### config.mk
export PLATFORM = sky130hd
export DESIGN_NAME = sobel_kernel_block
export DESIGN_NICKNAME = d
export VERILOG_FILES = /design/src/rtl/sobel_kernel_block.sv
export SDC_FILE = /design/constraint.sdc
export NUM_CORES = 2
export LEC_CHECK = 0
export CORE_MARGIN = 2
export CORE_UTILIZATION = 45
export DETAILED_ROUTE_END_ITERATION = 10
export PLACE_DENSITY = 0.6
export SLEW_MARGIN = 20
export SYNTH_ARGS = -nofsm -noshare
export SYNTH_HDL_FRONTEND = slang
export SYNTH_SLANG_ARGS = --single-unit
### constraint.sdc
create_clock -name clk -period 6.8 [get_ports clk]
set_clock_uncertainty 0.1 [all_clocks]
set_input_delay 1.02 -clock clk [delete_from_list [all_inputs] [get_ports clk]]
set_output_delay 1.02 -clock clk [all_outputs]
set_load 0.01 [all_outputs]
### src/rtl/sobel_kernel_block.sv
// sobel_kernel_block
// Two-row 3x3 Sobel kernel: each beat takes four row taps (A-D), each holding
// two adjacent pixels. Windows centred on rows B and C yield |Gx|+|Gy|,
// saturated to OUTW bits. magValid follows the accepting edge by three clocks.
// colCount counts strobes since the last lineStart beat.
// Optional build macro: SOBEL_THRESHOLD_EN -- when defined, the output stage
// turns each magnitude into a binary edge flag (all-ones if >= THRESH, else 0).
module sobel_kernel_block #(
    parameter int PIXW   = 16,
    parameter int OUTW   = 16,
    parameter int COLW   = 12,
    parameter int THRESH = 1024
) (
    input  logic              clk,
    input  logic              reset,
    input  logic              sobelKernelEn,
    input  logic              lineStart,
    input  logic [2*PIXW-1:0] sobelShiftOutA,
    input  logic [2*PIXW-1:0] sobelShiftOutB,
    input  logic [2*PIXW-1:0] sobelShiftOutC,
    input  logic [2*PIXW-1:0] sobelShiftOutD,
    output logic [OUTW-1:0]   magOutB,
    output logic [OUTW-1:0]   magOutC,
    output logic              magValid,
    output logic [COLW-1:0]   colCount
);

    // Weighted sums (a+2b+c) need two extra bits; signed differences need one more.
    localparam int SW = PIXW + 2;
    localparam int MW = PIXW + 3;
    localparam int WW = (MW > OUTW) ? MW : OUTW;

    typedef logic [3:0][PIXW-1:0] col_t;

    localparam col_t              COL_ZERO = {(4*PIXW){1'b0}};
    localparam logic [COLW-1:0]   CNT_ONE  = {{(COLW-1){1'b0}}, 1'b1};

    if (THRESH < 0) begin : g_thresh_check
        $error("sobel_kernel_block: THRESH must be non-negative");
    end

    // a + 2b + c, unsigned
    function automatic logic [SW-1:0] wsum3(input logic [PIXW-1:0] a,
                                            input logic [PIXW-1:0] b,
                                            input logic [PIXW-1:0] c);
        wsum3 = {2'b00, a} + {1'b0, b, 1'b0} + {2'b00, c};
    endfunction

    // p - n as a signed value one bit wider than the sums
    function automatic logic signed [MW-1:0] sdiff(input logic [SW-1:0] p,
                                                   input logic [SW-1:0] n);
        sdiff = $signed({1'b0, p}) - $signed({1'b0, n});
    endfunction

    // Absolute value; the operands never reach the most negative code.
    function automatic logic [MW-1:0] absv(input logic signed [MW-1:0] v);
        if (v[MW-1]) begin
            absv = ~$unsigned(v) + {{(MW-1){1'b0}}, 1'b1};
        end else begin
            absv = $unsigned(v);
        end
    endfunction

    // Final output shaping: saturation, or binary edge flag when enabled.
    function automatic logic [OUTW-1:0] shape_mag(input logic [MW-1:0] m);
        logic [WW-1:0] w;
        w = WW'(m);
`ifdef SOBEL_THRESHOLD_EN
        if (int'(w) >= THRESH) begin
            shape_mag = {OUTW{1'b1}};
        end else begin
            shape_mag = {OUTW{1'b0}};
        end
`else
        if (w > WW'({OUTW{1'b1}})) begin
            shape_mag = {OUTW{1'b1}};
        end else begin
            shape_mag = w[OUTW-1:0];
        end
`endif
    endfunction

    // Row index: 0=A, 1=B, 2=C, 3=D
    col_t            up_s, lo_s;
    logic            produce_s;
    col_t            col_q, col_d;
    logic            primed_q, primed_d;
    logic            win_v_q, win_v_d;
    col_t            winl_q, winl_d, winm_q, winm_d, winr_q, winr_d;
    logic            s1_v_q, s1_v_d;
    logic [SW-1:0]   crb_q, crb_d, clb_q, clb_d, crc_q, crc_d, clc_q, clc_d;
    logic [3:0][SW-1:0] row_q, row_d;
    logic            s2_v_q, s2_v_d;
    logic signed [MW-1:0] gxb_q, gxb_d, gyb_q, gyb_d, gxc_q, gxc_d, gyc_q, gyc_d;
    logic [MW-1:0]   magb_s, magc_s;
    logic [OUTW-1:0] magb_q, magb_d, magc_q, magc_d;
    logic            magv_q, magv_d;
    logic [COLW-1:0] cnt_q, cnt_d;

    // Split each tap into its upper (column k+1) and lower (column k+2) pixel.
    always_comb begin
        up_s    = COL_ZERO;
        lo_s    = COL_ZERO;
        up_s[0] = sobelShiftOutA[2*PIXW-1:PIXW];
        up_s[1] = sobelShiftOutB[2*PIXW-1:PIXW];
        up_s[2] = sobelShiftOutC[2*PIXW-1:PIXW];
        up_s[3] = sobelShiftOutD[2*PIXW-1:PIXW];
        lo_s[0] = sobelShiftOutA[PIXW-1:0];
        lo_s[1] = sobelShiftOutB[PIXW-1:0];
        lo_s[2] = sobelShiftOutC[PIXW-1:0];
        lo_s[3] = sobelShiftOutD[PIXW-1:0];
    end

    // Priming, column register and window capture for productive beats.
    always_comb begin
        produce_s = sobelKernelEn & primed_q & ~lineStart;
        if (sobelKernelEn) begin
            col_d    = up_s;
            primed_d = 1'b1;
        end else begin
            col_d    = col_q;
            primed_d = primed_q;
        end
        win_v_d = produce_s;
        if (produce_s) begin
            winl_d = col_q;
            winm_d = up_s;
            winr_d = lo_s;
        end else begin
            winl_d = winl_q;
            winm_d = winm_q;
            winr_d = winr_q;
        end
    end

    // S1: weighted column sums (for Gx) and weighted row sums (for Gy).
    always_comb begin
        s1_v_d = win_v_q;
        crb_d  = wsum3(winr_q[0], winr_q[1], winr_q[2]);
        clb_d  = wsum3(winl_q[0], winl_q[1], winl_q[2]);
        crc_d  = wsum3(winr_q[1], winr_q[2], winr_q[3]);
        clc_d  = wsum3(winl_q[1], winl_q[2], winl_q[3]);
        row_d  = {(4*SW){1'b0}};
        for (int r = 0; r < 4; r++) begin
            row_d[r] = wsum3(winl_q[r], winm_q[r], winr_q[r]);
        end
    end

    // S2: signed gradients for both windows.
    always_comb begin
        s2_v_d = s1_v_q;
        gxb_d  = sdiff(crb_q, clb_q);
        gyb_d  = sdiff(row_q[2], row_q[0]);
        gxc_d  = sdiff(crc_q, clc_q);
        gyc_d  = sdiff(row_q[3], row_q[1]);
    end

    // S3: magnitude, output shaping; outputs hold while no result arrives.
    always_comb begin
        magb_s = absv(gxb_q) + absv(gyb_q);
        magc_s = absv(gxc_q) + absv(gyc_q);
        magv_d = s2_v_q;
        if (s2_v_q) begin
            magb_d = shape_mag(magb_s);
            magc_d = shape_mag(magc_s);
        end else begin
            magb_d = magb_q;
            magc_d = magc_q;
        end
    end

    // Column count: a lineStart beat clears it, beating a same-edge strobe.
    always_comb begin
        if (sobelKernelEn && lineStart) begin
            cnt_d = {COLW{1'b0}};
        end else if (s2_v_q) begin
            cnt_d = cnt_q + CNT_ONE;
        end else begin
            cnt_d = cnt_q;
        end
    end

    // State register for every stage; reset drops all in-flight results.
    always_ff @(posedge clk) begin
        if (reset) begin
            col_q    <= COL_ZERO;
            primed_q <= 1'b0;
            win_v_q  <= 1'b0;
            winl_q   <= COL_ZERO;
            winm_q   <= COL_ZERO;
            winr_q   <= COL_ZERO;
            s1_v_q   <= 1'b0;
            crb_q    <= {SW{1'b0}};
            clb_q    <= {SW{1'b0}};
            crc_q    <= {SW{1'b0}};
            clc_q    <= {SW{1'b0}};
            row_q    <= {(4*SW){1'b0}};
            s2_v_q   <= 1'b0;
            gxb_q    <= {MW{1'b0}};
            gyb_q    <= {MW{1'b0}};
            gxc_q    <= {MW{1'b0}};
            gyc_q    <= {MW{1'b0}};
            magb_q   <= {OUTW{1'b0}};
            magc_q   <= {OUTW{1'b0}};
            magv_q   <= 1'b0;
            cnt_q    <= {COLW{1'b0}};
        end else begin
            col_q    <= col_d;
            primed_q <= primed_d;
            win_v_q  <= win_v_d;
            winl_q   <= winl_d;
            winm_q   <= winm_d;
            winr_q   <= winr_d;
            s1_v_q   <= s1_v_d;
            crb_q    <= crb_d;
            clb_q    <= clb_d;
            crc_q    <= crc_d;
            clc_q    <= clc_d;
            row_q    <= row_d;
            s2_v_q   <= s2_v_d;
            gxb_q    <= gxb_d;
            gyb_q    <= gyb_d;
            gxc_q    <= gxc_d;
            gyc_q    <= gyc_d;
            magb_q   <= magb_d;
            magc_q   <= magc_d;
            magv_q   <= magv_d;
            cnt_q    <= cnt_d;
        end
    end

    assign magOutB  = magb_q;
    assign magOutC  = magc_q;
    assign magValid = magv_q;
    assign colCount = cnt_q;

endmodule

======== Yosys cells after proc, flatten, opt, wreduce, memory -nomap -nowiden ========
Index checks and enable logic that the tools add are counted.
storage, ports and cells
  logic and storage cells ................. 80
  flip-flop bits (word level) ............. 525
  bits of input ports ..................... 132
operators by class
  bitwise gates (word level) .............. 7
  $lt $le $gt $ge ......................... 2
  reductions and logical operators ........ 2
  multiplexer cells ....................... 6
  $add $sub $neg .......................... 27
operators by type and width
  operator                                               count
  adder 16 x 17 -> 18 bit                                8
  adder 18 x 16 -> 18 bit                                8
  adder 19 x 1 -> 19 bit (second input constant)         4
  2-to-1 mux 19 bit                                      4
  NOT 19 bit                                             4
  subtractor 18 x 18 -> 19 bit                           4
  adder 19 bit                                           2
  > comparator 19 x 16 -> 1 bit (second input constant)  2
  2-to-1 mux 16 bit                                      2
  adder 12 x 1 -> 12 bit (second input constant)         1
  bitwise AND 1 bit                                      2
  OR reduction 2 bit                                     1
  logical AND 1 bit                                      1
  NOT 1 bit                                              1

======== Depth between registers and ports, before layout ========
  depth in word-level cells ............... 6
  mapped depth ............................ 17
  mapped depth without buffers ............ 16

======== Least setup slack after synthesis ========
Ideal clock, no wire load.
  kind .................................... flip-flop to flip-flop
  start ................................... reg gyb_q[6]
  end ..................................... reg magb_q[10] (netlist: magOutB[10])
  library setup time ...................... 131 ps
  cell stages (with the launch flop) ...... 14
  data required time ...................... 6569 ps
  path slack .............................. 2723 ps
  arrival ................................. 3846 ps
  path buffers ............................ 1
  period minus slack after synthesis ...... 4077 ps
  cells stage by stage .................... dfxtp_1 or4_1 or4b_4 or3_2 o41ai_1 xnor2_1 ha_1 o21ai_0 and3b_1 nor4b_1 a21bo_2 a211oi_4 buf_6 a211oi_1
on the way
  longest elaborated chain between the ends .. 6
ends and longest elaborated chain
  what                           RTL line  source
  start, declared                94        logic signed [MW-1:0] gxb_q, gxb_d, gyb_q, gyb_d, gxc_q, gxc_d, gyc_q, gyc_d;
  start signal, assigned         200       gyb_q <= {MW{1'b0}};
  start signal, assigned         222       gyb_q <= gyb_d;
  NOT 19 bit                     58        absv = ~$unsigned(v) + {{(MW-1){1'b0}}, 1'b1};
  adder 19 x 1 -> 19 bit         58
  2-to-1 mux 19 bit *            57        if (v[MW-1]) begin
  adder 19 bit *                 160       magb_s = absv(gxb_q) + absv(gyb_q);
  > comparator 19 x 16 -> 1 bit  75        if (w > WW'({OUTW{1'b1}})) begin
  2-to-1 mux 16 bit *            75
  end signal, assigned           203       magb_q <= {OUTW{1'b0}};
  end signal, assigned           225       magb_q <= magb_d;
  end, declared                  96        logic [OUTW-1:0] magb_q, magb_d, magc_q, magc_d;
Mark *: on every way between the ends. The rest lies on a longest branch, timed or not.
A chain may end at the register's enable or synchronous reset.

======== Final worst setup path ========
  start ................................... reg gyb_q[6]
  end ..................................... reg magb_q[1] (netlist: magOutB[1])
on the way
  longest elaborated chain between the ends .. 6
ends and longest elaborated chain
  what                             RTL line
  NOT 19 bit                       58
  adder 19 x 1 -> 19 bit           58
  2-to-1 mux 19 bit *              57
  adder 19 bit *                   160
  > comparator 19 x 16 -> 1 bit *  75
  2-to-1 mux 16 bit *              75
Marks and branches as above.

==> results.py <==
metrics = {
    "status": {
        "outcome": "completed",
    },
    "logic_synthesis": {
        "syn-num-nets": 3868,
        "syn-cell-area_mm2": 0.0299,
        "avgSynthCellArea_um2": 8.92,
        "yosysWarnings": 0,
        "synth_cells": 3353,
        "synth_top_area_share_pct": 35.1,
        "seq_area_frac_synth_pct": 35.1,
        "synth.top_cells.by_area": "dfxtp_1, ha_1, fa_1",
        "synth_top_area_cell": "dfxtp_1",
        "ys_ff_latch": 525,
        "yosys_most_used_dff": "dfxtp_1",
        "synthDistinctLibCells": 68,
        "ys_async_sr_fraction_pct": 0,
        "synth_enable_flop_cells": 0,
        "yosysMostFrequentCell": "dfxtp_1",
        "synth_common_cells": "dfxtp_1, nand2_1, nor2_1",
    },
    "pwr": {
        "p_per_area_mw_per_mm2": 268,
        "p_leak_nw": 15.0,
        "peakVddDrop_mv": 0.203,
    },
    "sta": {
        "rsz0062_at_grt": "false",
        "fmax_ghz": 0.220,
        "period_share_pct": 67.0,
        "fin_setup_tns_ns": 0,
        "finalHoldViolCount": 0,
        "setup_viol": 0,
        "period_needed_ns": 4.55,
        "max_slew.worst_pin.slew_ns": 1.05,
        "slew_violations": 0,
        "slew-limit-headroom_pct": 30.2,
    },
    "detailed_routing": {
        "avgRoutedWirePerCell_um": 19.3,
        "drt_iter0_markers": 1665,
        "vias_per_cell": 5.44,
        "wl_mm": 84.7,
        "ant_nets": 0,
        "firstDrtPassIters": 5,
        "routed-via-count": 23900,
        "drc": 0,
    },
    "setup_path": {
        "worstPathMaxFanout": 16,
        "max_stage_delay_ns": 0.60,
        "critPathCaptureType": "flop",
        "path_class": "flop to flop",
        "arrival_ns": 4.90,
        "cp_slowest_cell": "a211oi_4",
        "r2r_cells": 12,
        "start_kind": "flop",
        "crit_start": "gyb_q[6]",
        "required_ns": 7.15,
        "r2r-start": "gyb_q[6]",
        "crit_chain": "or4_1 > or4b_4 > or3_2 > o41ai_1 > xnor2_1 > ha_1 > o21ai_0 > and3b_1 > nor4b_1 > a21bo_2 > a211oi_4 > a211oi_1",
    },
    "clocking": {
        "htreeDepth": 2,
        "clock-sinks": 525,
        "cts_setup_buffers": 0,
        "holdBufCountCts": 0,
        "root_buffer": "clkbuf_16",
        "cts_made_buffers": 60,
        "cts_max_path_buffers": 3,
        "clock_latency_ns": 0.64,
        "cts_tree": "yes",
        "cts_resized": 0,
        "clk_pin_slew_ns": 0.06,
    },
    "cells_and_area": {
        "synthToLayoutAreaGrowth_pct": 15.4,
        "finalNetCount": 3987,
        "design_area_mm2": 0.0345,
        "drive_above_1_share_pct": 5.05,
        "fin_cells": 4388,
    },
    "global_route": {
        "grt_max_degree": 204,
        "grt-ovfl-total": 0,
        "grt_pass1_wl_mm": 130,
        "grt_pass1_vias": 22800,
        "antenna_found_initial": 2,
        "grtUsageTotal_pct": 24.5,
    },
    "floorplanning": {
        "rows": 94,
        "ioPinCount": 177,
        "core_region_area_mm2": 0.0657,
        "dieArea_mm2": 0.0686,
        "fp.dieW_um": 262,
        "die_h_um": 262,
        "start_util_pct": 45.5,
    },
    "job": {
        "drv_cap": 0,
    },
    "placement": {
        "dp.cells": 4274,
        "postPlaceCellArea_mm2": 0.0323,
        "hpwlAfterDp_mm": 65.4,
        "io_buffer_count": 176,
        "gp_congestion": 0.904,
    },
    "min_path": {
        "hold_start": "s1_v_q",
        "hold_depth": 1,
        "min_path_type": "flop to flop",
    },
}
[placed cells by master, fill, tap and decap left out, drive strengths merged, types with 26 or more instances in the layout]
| master | count |
|---|---|
| nor2b | 76 |
| ha | 249 |
| fa | 134 |
| nand2b | 31 |
| nand2 | 481 |
| dfxtp | 525 |
| nor2 | 294 |
| inv | 171 |
| mux2i | 74 |
| xnor2 | 137 |
| and3 | 34 |
| a31oi | 26 |
| a21oi | 280 |
| a21o | 70 |
| a211oi | 53 |
| o21ai | 109 |
| nor3 | 84 |
| clkbuf | 76 |
| nor4 | 26 |
| clkdlybuf4s50 | 174 |
| xor2 | 68 |
[routing by layer]
layer	part of all wire [%]	track usage, %	up-vias
met1	48	35.2	11200
met3	6.2	4.34	143
met5	0	0	-
li1	-	-	11800
met4	3.4	8.41	0
met2	42	36.9	674
[critical path: cells and delay by family, from the launching register on]
family | cells | cell delay, ns
AOI/OAI and AO/OA | 5 | 1.49
xor gates and xnor gates | 1 | 0.13
adders and majority gates | 1 | 0.34
DFF | 1 | 0.33
and+or+nand+nor | 5 | 2.01
[state kept, by name, indices dropped and copies added (netlist names), 12 cells and up]
name      count
clb_q        18
clc_q        18
colCount     12
col_q        64
crb_q        18
crc_q        18
gxb_q        19
gxc_q        19
gyb_q        19
gyc_q        19
magOutB      16
magOutC      16
row_q        72
winl_q       64
winm_q       64
winr_q       64
[power by group]
group | total, W | internal (W) | leakage [nW] | switching [W]
Sequential | 0.00344 | 0.00325 | 4.27 | 0.000192
Combinational | 0.00230 | 0.00103 | 9.65 | 0.00126
Clock | 0.00352 | 0.00214 | 1.07 | 0.00138
Total | 0.00925 | 0.00642 | 15.0 | 0.00283
[kinds of logic (layout without fill, tap and decap cells)]
logic type | Yosys count | count (layout) | share of synthesized area (%)
AOI/OAI and AO/OA | 730 | 730 | 15.7
xor gates and xnor gates | 205 | 205 | 6.00
adders and majority gates | 383 | 383 | 19.4
buffers and inverters | 296 | 465 | 3.92
DFF | 525 | 525 | 35.1
muxes | 86 | 86 | 2.93
other | 0 | 2 | 0
and+or+nand+nor | 1128 | 1128 | 16.9
[layout make-up]
class,count,area (um2)
well taps,864,1080
flip-flops and latches,525,10500
clock inverters,36,488
repair buffers,188,1880
multi-input cells,2532,18300
diodes,2,5.00
inverters,165,619
clock buffers,76,1680
fillers,6120,31200
[through the flow]
step / power, W / hold WS (ns) / setup slack, ns / util, %
3_3_place_gp: 0.00573 / 0.317 / 2.27 / 49.2
3_5_place_dp: 0.00578 / 0.322 / 2.23 / 49.2
5_1_grt: 0.00972 / 0.353 / 1.74 / 52.5
2_1_floorplan: 0.00519 / 0.314 / 2.72 / -
6_report: 0.00925 / 0.333 / 2.25 / 52.5
4_1_cts: 0.00931 / 0.337 / 2.22 / 52.5
[worst paths after layout]
check | to | slack, ns
max | magOutB[1] | 2.25
max reg2reg | magOutB[1] | 2.25
min reg2reg | magv_d | 0.33
min | magv_d | 0.33
(Power assumes the default switching activity.)
